===== src/rtl/pipeline_register_stage.sv =====
`default_nettype none
//==============================================================================
// Module      : pipeline_register_stage
// Description : Valid/ready register slice between the execute and write-back
//               stages. It carries a destination register index, a result
//               payload and a register-file write enable. Killed entries
//               (in_invalid) still take a slot and travel downstream as
//               bubbles with their write enable cleared.
//
//               Build option PIPE_REG_SKID_EN:
//                 defined   - head register plus one skid entry (capacity 2);
//                             in_ready comes straight from a flop
//                             (!skid valid), so there is no combinational
//                             path from out_ready to in_ready.
//                 undefined - a single head register (capacity 1);
//                             in_ready = !out_valid || out_ready.
//
// Ports       : clk        - clock, all state changes on the rising edge
//               rst        - asynchronous active-high reset
//               flush      - synchronous discard of every held entry
//               in_valid   - upstream presents an entry
//               in_ready   - this stage takes an entry this cycle
//               in_invalid - presented entry is killed (no register write)
//               in_rd      - destination register index  [RD_W]
//               in_data    - ALU result                  [DATA_W]
//               in_we      - register-file write enable
//               out_valid  - head entry is presented downstream
//               out_ready  - downstream takes the head entry
//               out_rd     - head destination index      [RD_W]
//               out_data   - head payload                [DATA_W]
//               out_we     - head write enable (0 whenever out_valid is 0)
//               occupancy  - number of held entries (0..2)
//
// Revision    : 1.0 - initial release
//==============================================================================
module pipeline_register_stage #(
    parameter int DATA_W = 32,
    parameter int RD_W   = 4
) (
    input  logic              clk,
    input  logic              rst,
    input  logic              flush,
    input  logic              in_valid,
    output logic              in_ready,
    input  logic              in_invalid,
    input  logic [RD_W-1:0]   in_rd,
    input  logic [DATA_W-1:0] in_data,
    input  logic              in_we,
    output logic              out_valid,
    input  logic              out_ready,
    output logic [RD_W-1:0]   out_rd,
    output logic [DATA_W-1:0] out_data,
    output logic              out_we,
    output logic [1:0]        occupancy
);

    // Head entry: the one presented on out_*.
    logic              r_head_valid;
    logic              r_head_we;
    logic [RD_W-1:0]   r_head_rd;
    logic [DATA_W-1:0] r_head_data;

    logic w_push;      // entry accepted from upstream this cycle
    logic w_pop;       // head entry released downstream this cycle
    logic w_in_we;     // write enable as stored: killed entries never write

    assign w_push  = in_valid && in_ready;
    assign w_pop   = r_head_valid && out_ready;
    assign w_in_we = in_we && !in_invalid;

`ifdef PIPE_REG_SKID_EN
    // Skid entry: catches the one entry accepted while the head is stalled.
    logic              r_skid_valid;
    logic              r_skid_we;
    logic [RD_W-1:0]   r_skid_rd;
    logic [DATA_W-1:0] r_skid_data;

    // Registered ready: the skid slot being free is the only condition.
    assign in_ready = !r_skid_valid;

    always_ff @(posedge clk or posedge rst) begin
        if (rst) begin
            r_head_valid <= 1'b0;
            r_head_we    <= 1'b0;
            r_head_rd    <= '0;
            r_head_data  <= '0;
            r_skid_valid <= 1'b0;
            r_skid_we    <= 1'b0;
            r_skid_rd    <= '0;
            r_skid_data  <= '0;
        end else if (flush) begin
            // Payloads keep their last values; only valid and we are cleared.
            r_head_valid <= 1'b0;
            r_head_we    <= 1'b0;
            r_skid_valid <= 1'b0;
            r_skid_we    <= 1'b0;
        end else if (w_pop || !r_head_valid) begin
            // Head is free next cycle: refill from skid first (older entry),
            // else from the input. The skid can only be full when the head
            // is full, and in_ready is low then, so no push coincides with
            // a skid promotion.
            if (r_skid_valid) begin
                r_head_valid <= 1'b1;
                r_head_we    <= r_skid_we;
                r_head_rd    <= r_skid_rd;
                r_head_data  <= r_skid_data;
                r_skid_valid <= 1'b0;
                r_skid_we    <= 1'b0;
            end else if (w_push) begin
                r_head_valid <= 1'b1;
                r_head_we    <= w_in_we;
                r_head_rd    <= in_rd;
                r_head_data  <= in_data;
            end else begin
                r_head_valid <= 1'b0;
                r_head_we    <= 1'b0;
            end
        end else if (w_push) begin
            // Head stalled: park the new entry in the skid slot.
            r_skid_valid <= 1'b1;
            r_skid_we    <= w_in_we;
            r_skid_rd    <= in_rd;
            r_skid_data  <= in_data;
        end
    end

    assign occupancy = {1'b0, r_head_valid} + {1'b0, r_skid_valid};
`else
    // Single slot: accept when empty or when the head leaves this cycle.
    assign in_ready = !r_head_valid || out_ready;

    always_ff @(posedge clk or posedge rst) begin
        if (rst) begin
            r_head_valid <= 1'b0;
            r_head_we    <= 1'b0;
            r_head_rd    <= '0;
            r_head_data  <= '0;
        end else if (flush) begin
            r_head_valid <= 1'b0;
            r_head_we    <= 1'b0;
        end else if (w_push) begin
            r_head_valid <= 1'b1;
            r_head_we    <= w_in_we;
            r_head_rd    <= in_rd;
            r_head_data  <= in_data;
        end else if (w_pop) begin
            r_head_valid <= 1'b0;
            r_head_we    <= 1'b0;
        end
    end

    assign occupancy = {1'b0, r_head_valid};
`endif

    assign out_valid = r_head_valid;
    assign out_rd    = r_head_rd;
    assign out_data  = r_head_data;
    assign out_we    = r_head_valid && r_head_we;

endmodule
`default_nettype wire


===== config.mk =====
export PLATFORM = sky130hd
export DESIGN_NAME = pipeline_register_stage
export DESIGN_NICKNAME = d
export VERILOG_FILES = /design/src/rtl/pipeline_register_stage.sv
export SDC_FILE = /design/constraint.sdc
export NUM_CORES = 1
export LEC_CHECK = 0
export ABC_AREA = 1
export BUFFER_PORTS_ARGS = -buffer_cell sky130_fd_sc_hd__buf_2
export CAP_MARGIN = 20
export CORE_MARGIN = 5
export CORE_UTILIZATION = 41
export DETAILED_ROUTE_END_ITERATION = 12
export GPL_ROUTABILITY_DRIVEN = 0
export GPL_TIMING_DRIVEN = 0
export PLACE_DENSITY = 0.78
export SKIP_CTS_REPAIR_TIMING = 1
export SLEW_MARGIN = 20
export SYNTH_ARGS = -nofsm -noshare
export SYNTH_HDL_FRONTEND = slang
export SYNTH_SLANG_ARGS = --single-unit

===== constraint.sdc =====
create_clock -name clk -period 0.9 [get_ports clk]
set_input_delay 0.09 -clock clk [delete_from_list [all_inputs] [get_ports clk]]
set_output_delay 0.09 -clock clk [all_outputs]
set_load 0.02 [all_outputs]

# Yosys cells after proc, flatten, opt, wreduce, memory -nomap -nowiden
# Cells that the tools add are included.
# classes
mux	5
bitwise	1
reduce_logical	9
# op_table
operator	n
1-bit two-way mux	5
1-bit logical AND	4
3-bit nonzero test	1
1-bit logical NOT	2
2-bit AND reduction	1
1-bit logical OR	1
1-bit NOT	1
# word_totals
reg_bits	38
in_bits	43
output_inout_bits	41

# Depth between registers and ports, before layout
# Gate-level depths: netlist (run 1).
# logic_depth
word_depth	5
depth_mapped	6

# Least setup slack after synthesis (run 1)
# Ideal clock, no wire load.
# synth_path
path_type	register to register
startpoint	register r_head_valid, in the netlist out_valid
endpoint	register r_head_data[10], in the netlist out_data[10]
arrival_time_ps	973
required_time_ps	783
path_slack_ps	-190
stages_incl_launch_ff	6
synth_period_minus_slack_ps	1090
cell_sequence	dfrtp_1 nand2_2 nand2_4 buf_6 nand2_1 nand2_1
# synth_between
elab_chain_cells	4
# synth_lines
element	line_no	rtl
start: declaration	58	logic r_head_valid;
start signal: assignment	134	r_head_valid <= 1'b0;
start signal: assignment	139	r_head_valid <= 1'b0;
start signal: assignment	142	r_head_valid <= 1'b1;
1-bit logical NOT	130	assign in_ready = !r_head_valid || out_ready;
1-bit logical OR	130	
1-bit logical AND	67	assign w_push = in_valid && in_ready;
2-bit AND reduction (no line)	--	
end signal: assignment	145	r_head_data <= in_data;
end: declaration	61	logic [DATA_W-1:0] r_head_data;
# No other way between the ends.
# A chain may end at the register's enable or synchronous reset.

# Worst setup path in the final report (run 1)
# layout_path
startpoint	register r_head_valid, in the netlist out_valid
endpoint	output port occupancy[0]
# layout_lines
element	line_no	rtl
end: declaration	54	output logic [1:0] occupancy
# No word-level cell between the ends.

==> results of run 1 <==
==> sequential cells by signal (all words and copies together) (netlist names) <==
register   flops
out_rd         4
out_data      32
out_valid      1
r_head_we      1
==> power by group through the flow <==
stage          logic (µW)  clock network [µW]  registers, µW
2_1_floorplan         400                   0           2400
3_3_place_gp         1140                   0           2090
3_5_place_dp         1160                   0           2100
4_1_cts              1160                1100           2070
5_1_grt              1720                1180           2150
6_report             1590                1040           2130
==> cell families (layout without fill, tap and decap cells) <==
| family | Yosys count | in the layout | share of synthesized area |
|---|---|---|---|
| AOI/OAI and AO/OA | 1 | 1 | 0.00284 |
| and+or+nand+nor | 119 | 119 | 0.347 |
| buffers and inverters | 20 | 123 | 0.107 |
| DFF | 38 | 38 | 0.541 |
| other | 1 | 1 | 0.00213 |
==> layer usage <==
layer,part of all wire,up-vias,GRT usage,wire length (µm)
met5,0,-,0,0
met4,0.0088,0,0.0466,40
met1,0.40,742,0.191,1820
li1,-,764,-,-
met3,0.062,2,0.0396,281
met2,0.53,52,0.267,2430
==> final cells by class <==
class	count	area [µm²]
Sequential cell	38	952
Tap cell	50	62.6
Fill cell	351	1320
Inverter	7	30.0
Buffer	13	193
Timing Repair Buffer	96	801
Clock buffer	7	76.3
Multi-Input combinational cell	121	648
==> critical path: stages, from the launching register on <==
cell     delay [ns]
dfrtp_2        0.43
buf_6          0.14
buf_6          0.11
buf_6          0.12
==> through the flow <==
stage	TNS (ns)	hold WS, ns	cell area, µm²	worst slack (ns)	cells
2_1_floorplan	-3.59	0.0561	1770	-0.104	179
3_3_place_gp	-4.64	0.278	2240	-0.140	311
3_5_place_dp	-4.64	0.288	2240	-0.155	311
4_1_cts	-6.46	-0.0190	2320	-0.403	318
5_1_grt	-10.75	0.00731	2760	-0.298	332
6_report	-7.74	-0.0427	2760	-0.257	332
==> layout by cell type (no fill, tap or decap), drive strengths merged <==
cell | synthesis | final
buf | 13 | 108
nand2 | 79 | 79
dfrtp | 38 | 38
nand3 | 37 | 37
clkbuf | 0 | 8
inv | 7 | 6
nor2 | 3 | 3
clkinvlp | 0 | 1
a21oi | 1 | 1
conb | 1 | 1
==> path summary, 6_finish.rpt <==
check	cells after the start	to	start	slack, ns
setup / recovery	3	occupancy[0]	out_valid	-0.26
hold / removal	2	out_data[22]	rst	-0.04
setup reg to reg	6	out_data[7]	out_valid	-0.22
hold reg to reg	2	out_rd[2]	out_rd[2]	0.49
max in group asynchronous	2	out_valid	rst	0.45
min in group clk	2	out_valid	flush	0.02
==> results.toml, run 1 <==
[floorplan]
die-area_um2 = 5700
core_area_um2 = 4090
fp.dieW_um = 75.5
fp-row-count = 23
start_util = 0.430
floorplan.die.height_um = 75.5
ios = 84

[setup_path]
start_kind = "register"
critPathRequiredTime_ns = 0.81
critPathArrivalTime_ns = 1.07
crit_fanout = 4
end_kind = "primary output"
critPathKind = "reg2out"

[status]
status = "finished with violations"
violations = "hold timing, setup timing"

[timing]
timing.final.crit_share = 1.29
slew_violations = 0
slew_headroom = 0.450
final.min_clock_period_ns = 1.16
grt_setup_unrepaired = "true"
worst_slew_pin_slew_ns = 0.824
fmax_ghz = 0.865
fin_skew_ns = 0.00264
setup_viol = 51
holdWs_ns = -0.0427
worst_slack_ns = -0.257
hold_viol_final = 38

[cells_and_area]
postLayoutCoreUtil = 0.676
drive_gt1_frac = 0.518
syn_to_final_growth_pct = 57.2
fin_nets = 325
antenna_cells = 0

[synthesis]
synth_seq_cells = 38
seq_area_frac_synth = 0.541
ys_top_cells_by_area = "dfrtp_1 (54%), nand2_1 (16%), nand3_2 (11%)"
yosysTopAreaCell = "dfrtp_1"
synth.top_cell.area_share = 0.541
synth_area_um2 = 1760
synth_flop_cell = "dfrtp_1"
syn_avg_cell_area_um2 = 9.82
synth_enable_flop_cells = 0
netlist-cell-type-count = 15
post-synth-top-count-cell = "nand2_1"
synthCells = 179
syn-num-nets = 222
yosys_warnings = 0
synth_common_cells = "nand2_1 (77), dfrtp_1 (38), nand3_2 (20)"
async_reset_ff_frac = 1.00

[detailed_routing]
drt_wl_total_um = 4570
drt_first_iter_violations = 104
drc_errors = 0
drt.antenna.violating_nets = 0
route.detailed.vias_per_inst = 4.70
wl_per_cell_um = 13.8
vias = 1560
drt_pass1_iterations = 4

[clocking]
htreeDepth = 2
root_buffer = "clkbuf_8"
clockBufferDepth = 2
cts_tree = "yes"
clock_latency_ns = 0.28
cts_buffers = 5
clock_sinks = 38
cts.clk_slew.worst_paths_ns = 0.07

[global_route]
antenna_found_initial = 0
grt_pass1_wl_um = 6690
grtUsageTotal = 0.155
globalRoute.totalOverflow = 0
grt_max_degree = 39
grt_pass1_vias = 1460

[power_and_ir_drop]
vdd_ir_drop_max_v = 0.000929
p_sw_uw = 1460
leakagePower_uw = 0.00149
p_int_uw = 3300
p_seq_frac = 0.447
power_uw = 4770
combPwrFrac = 0.334
switching_share = 0.307
pwr-share-clk = 0.219
power_density_nw_per_um2 = 1730

[placed_design]
dp_hpwl_um = 3040
io_buffers = 82

[flow_run]
cap_violations = 0

[hold_path]
min_path_type = "in2async"
(Power assumes the default switching activity.)
==> run 2: changes to the inputs <==
Settings changed: ABC_AREA 1 to default, CORE_UTILIZATION 41 to 40.
==> run 2 against run 1 <==
  * The run still ends with hold timing, setup timing left
  * Sequential cell count did not move
  * Hold slack got worse by 0.023 ns
  * Register-to-register slack got worse by 0.35 ns
  * Area after synthesis fell by 6.5%
  * Critical endpoint is now out_data[18]
  * Highest routed layer unchanged
==> results.toml, run 2 <==
[status]
status = "finished with violations"
violations = "hold timing, setup timing"

[hold_path]
min_path_type = "in2async"

[placed_design]
dp_hpwl_um = 2680
place_area_um2 = 2120
io_buffers = 82

[setup_path]
crit_fanout = 10
cp_slowest_cell = "dfrtp_2"
end_kind = "register"
critPathArrivalTime_ns = 1.64
critPathKind = "reg2reg"
r2r_setup_slack_ns = -0.57
start_kind = "register"
reg2reg_depth = 5
critical_path.cell_chain = "nor2b_4, nor3b_2, buf_6, buf_12, mux2_4"
r2r_start = "out_valid"
critPathMaxStageDelay_ns = 0.41
crit_path_start = "out_valid"
critPathRequiredTime_ns = 1.07
timing.rr.end = "out_data[18]"
crit_end = "out_data[18]"

[timing]
hold_viol_final = 40
slew_violations = 0
worst_slack_ns = -0.572
fmax_ghz = 0.679
holdWs_ns = -0.0653
slew_headroom = 0.462
setup_viol = 75
timing.final.crit_share = 1.64
worst_slew_pin_slew_ns = 0.806
grt_setup_unrepaired = "true"
final.min_clock_period_ns = 1.47
fin_skew_ns = 0.00681

[cells_and_area]
drive_gt1_frac = 0.781
largest_reg_flops = 32
fin_nets = 252
layout_commonest_cell = "buf_2"
syn_to_final_growth_pct = 61.6
antenna_cells = 0
fin_area_um2 = 2660
fillerInstances = 291
final_cell_mix = "buf_2 (42), buf_6 (40), dfrtp_1 (37), mux2_4 (30), buf_4 (28)"

[synthesis]
syn_avg_cell_area_um2 = 17.3
synth_mux_area_frac = 0.315
synth.top_cell.area_share = 0.578
synth-compound-area-share = 0.0129
seq_area_frac_synth = 0.578
yosys_warnings = 0
syn-num-nets = 138
synthCells = 95
synth_area_um2 = 1640
yosysTopAreaCell = "dfrtp_1"
netlist-cell-type-count = 15
ys_top_cells_by_area = "dfrtp_1 (58%), mux2_4 (27%), mux2_2 (4.1%)"
post-synth-top-count-cell = "dfrtp_1"
async_reset_ff_frac = 1.00
synth_xor_area_frac = 0
synth-simple-area-share = 0.0274
synth_flop_cell = "dfrtp_1"
synth_top_family_by_area = "multiplexers"
synth-adder-area-share = 0
synth_seq_cells = 38
synth_enable_flop_cells = 0
synth_common_cells = "dfrtp_1 (38), mux2_4 (30), mux2_2 (6)"

[clocking]
cts_tree = "yes"
root_buffer = "clkbuf_8"
htreeDepth = 2
cts_buffers = 5
cts.clk_slew.worst_paths_ns = 0.08
clockBufferDepth = 2
clock_sinks = 38
clock_latency_ns = 0.29

[power_and_ir_drop]
leakagePower_uw = 0.00135
vdd_ir_drop_max_v = 0.00126
power_density_nw_per_um2 = 2030

[global_route]
antenna_found_initial = 0
grt_pass1_vias = 1185
globalRoute.totalOverflow = 0
grtUsageTotal = 0.137
grt_pass1_wl_um = 5490
grt_max_degree = 39

[flow_run]
cap_violations = 0

[detailed_routing]
drt.antenna.violating_nets = 0
route.detailed.vias_per_inst = 4.45
wl_per_cell_um = 15.6
drt_pass1_iterations = 4
drt_first_iter_violations = 31
drc_errors = 0
drt_wl_total_um = 4050
vias = 1156

[floorplan]
floorplan.die.height_um = 74.1
die-area_um2 = 5490
core_area_um2 = 4000
fp-row-count = 23
ios = 84
fp.dieW_um = 74.1
start_util = 0.411
-- run 2: logic make-up (layout without fill, tap and decap cells) --
logic type | count (synthesis) | in the layout
compound gates | 3 | 3
buf+inv | 11 | 126
flops | 38 | 38
mux | 36 | 36
other cells | 1 | 1
simple gates | 6 | 6
-- run 2: final cells by class --
class	count	area [µm²]	share of cell area
clock buffers	6	82.6	0.0311
inverters	5	22.5	0.00847
plain buffers	6	86.3	0.0325
multi-input cells	46	594	0.224
repair buffers	107	845	0.318
clock inverters	2	12.5	0.00471
flip-flops and latches	38	952	0.358
well taps	50	62.6	0.0235
-- run 2: worst min-delay path by stage --
| stage | end | depth (start not counted) |
|---|---|---|
| 4_1_cts | out_data[30] | 2 |
| 5_1_grt | r_head_we | 2 |
| 2_1_floorplan | out_data[0] | 1 |
| 3_5_place_dp | out_data[30] | 2 |
| 6_report | out_data[5] | 2 |
| 3_3_place_gp | out_rd[0] | 2 |
-- run 2: power by group --
part | switching, µW | total, µW | internal [µW]
Sequential | 220 | 2210 | 1990
Combinational | 756 | 1950 | 1190
Clock | 609 | 1220 | 616
Total | 1580 | 5380 | 3800
-- run 2: worst max-delay path: cells and delay by family (launching register included) --
kind | cells | cell delay, ns
buffers and inverters | 2 | 0.33
muxes | 1 | 0.30
DFF | 1 | 0.41
and+or+nand+nor | 2 | 0.30
-- run 2: layer usage --
metal  vias to the layer above  GRT usage  routed length (µm)
met5                         -          0                   0
met4                         0     0.0805                 108
met3                         9     0.0486                 292
met2                        52      0.231                2170
met1                       550      0.147                1470
li1                        545          -                   -
-- run 2: metrics by stage --
| step | util | TNS [ns] | std cells | setup slack [ns] | total power [µW] |
|---|---|---|---|---|---|
| floorplan | - | -21.06 | 95 | -0.598 | 3050 |
| global placement | 0.530 | -21.11 | 227 | -0.610 | 3490 |
| detailed placement | 0.530 | -21.56 | 227 | -0.623 | 3540 |
| CTS | 0.554 | -24.44 | 235 | -0.648 | 4780 |
| global route | 0.664 | -24.65 | 260 | -0.625 | 5630 |
| finish | 0.664 | -21.44 | 260 | -0.572 | 5380 |
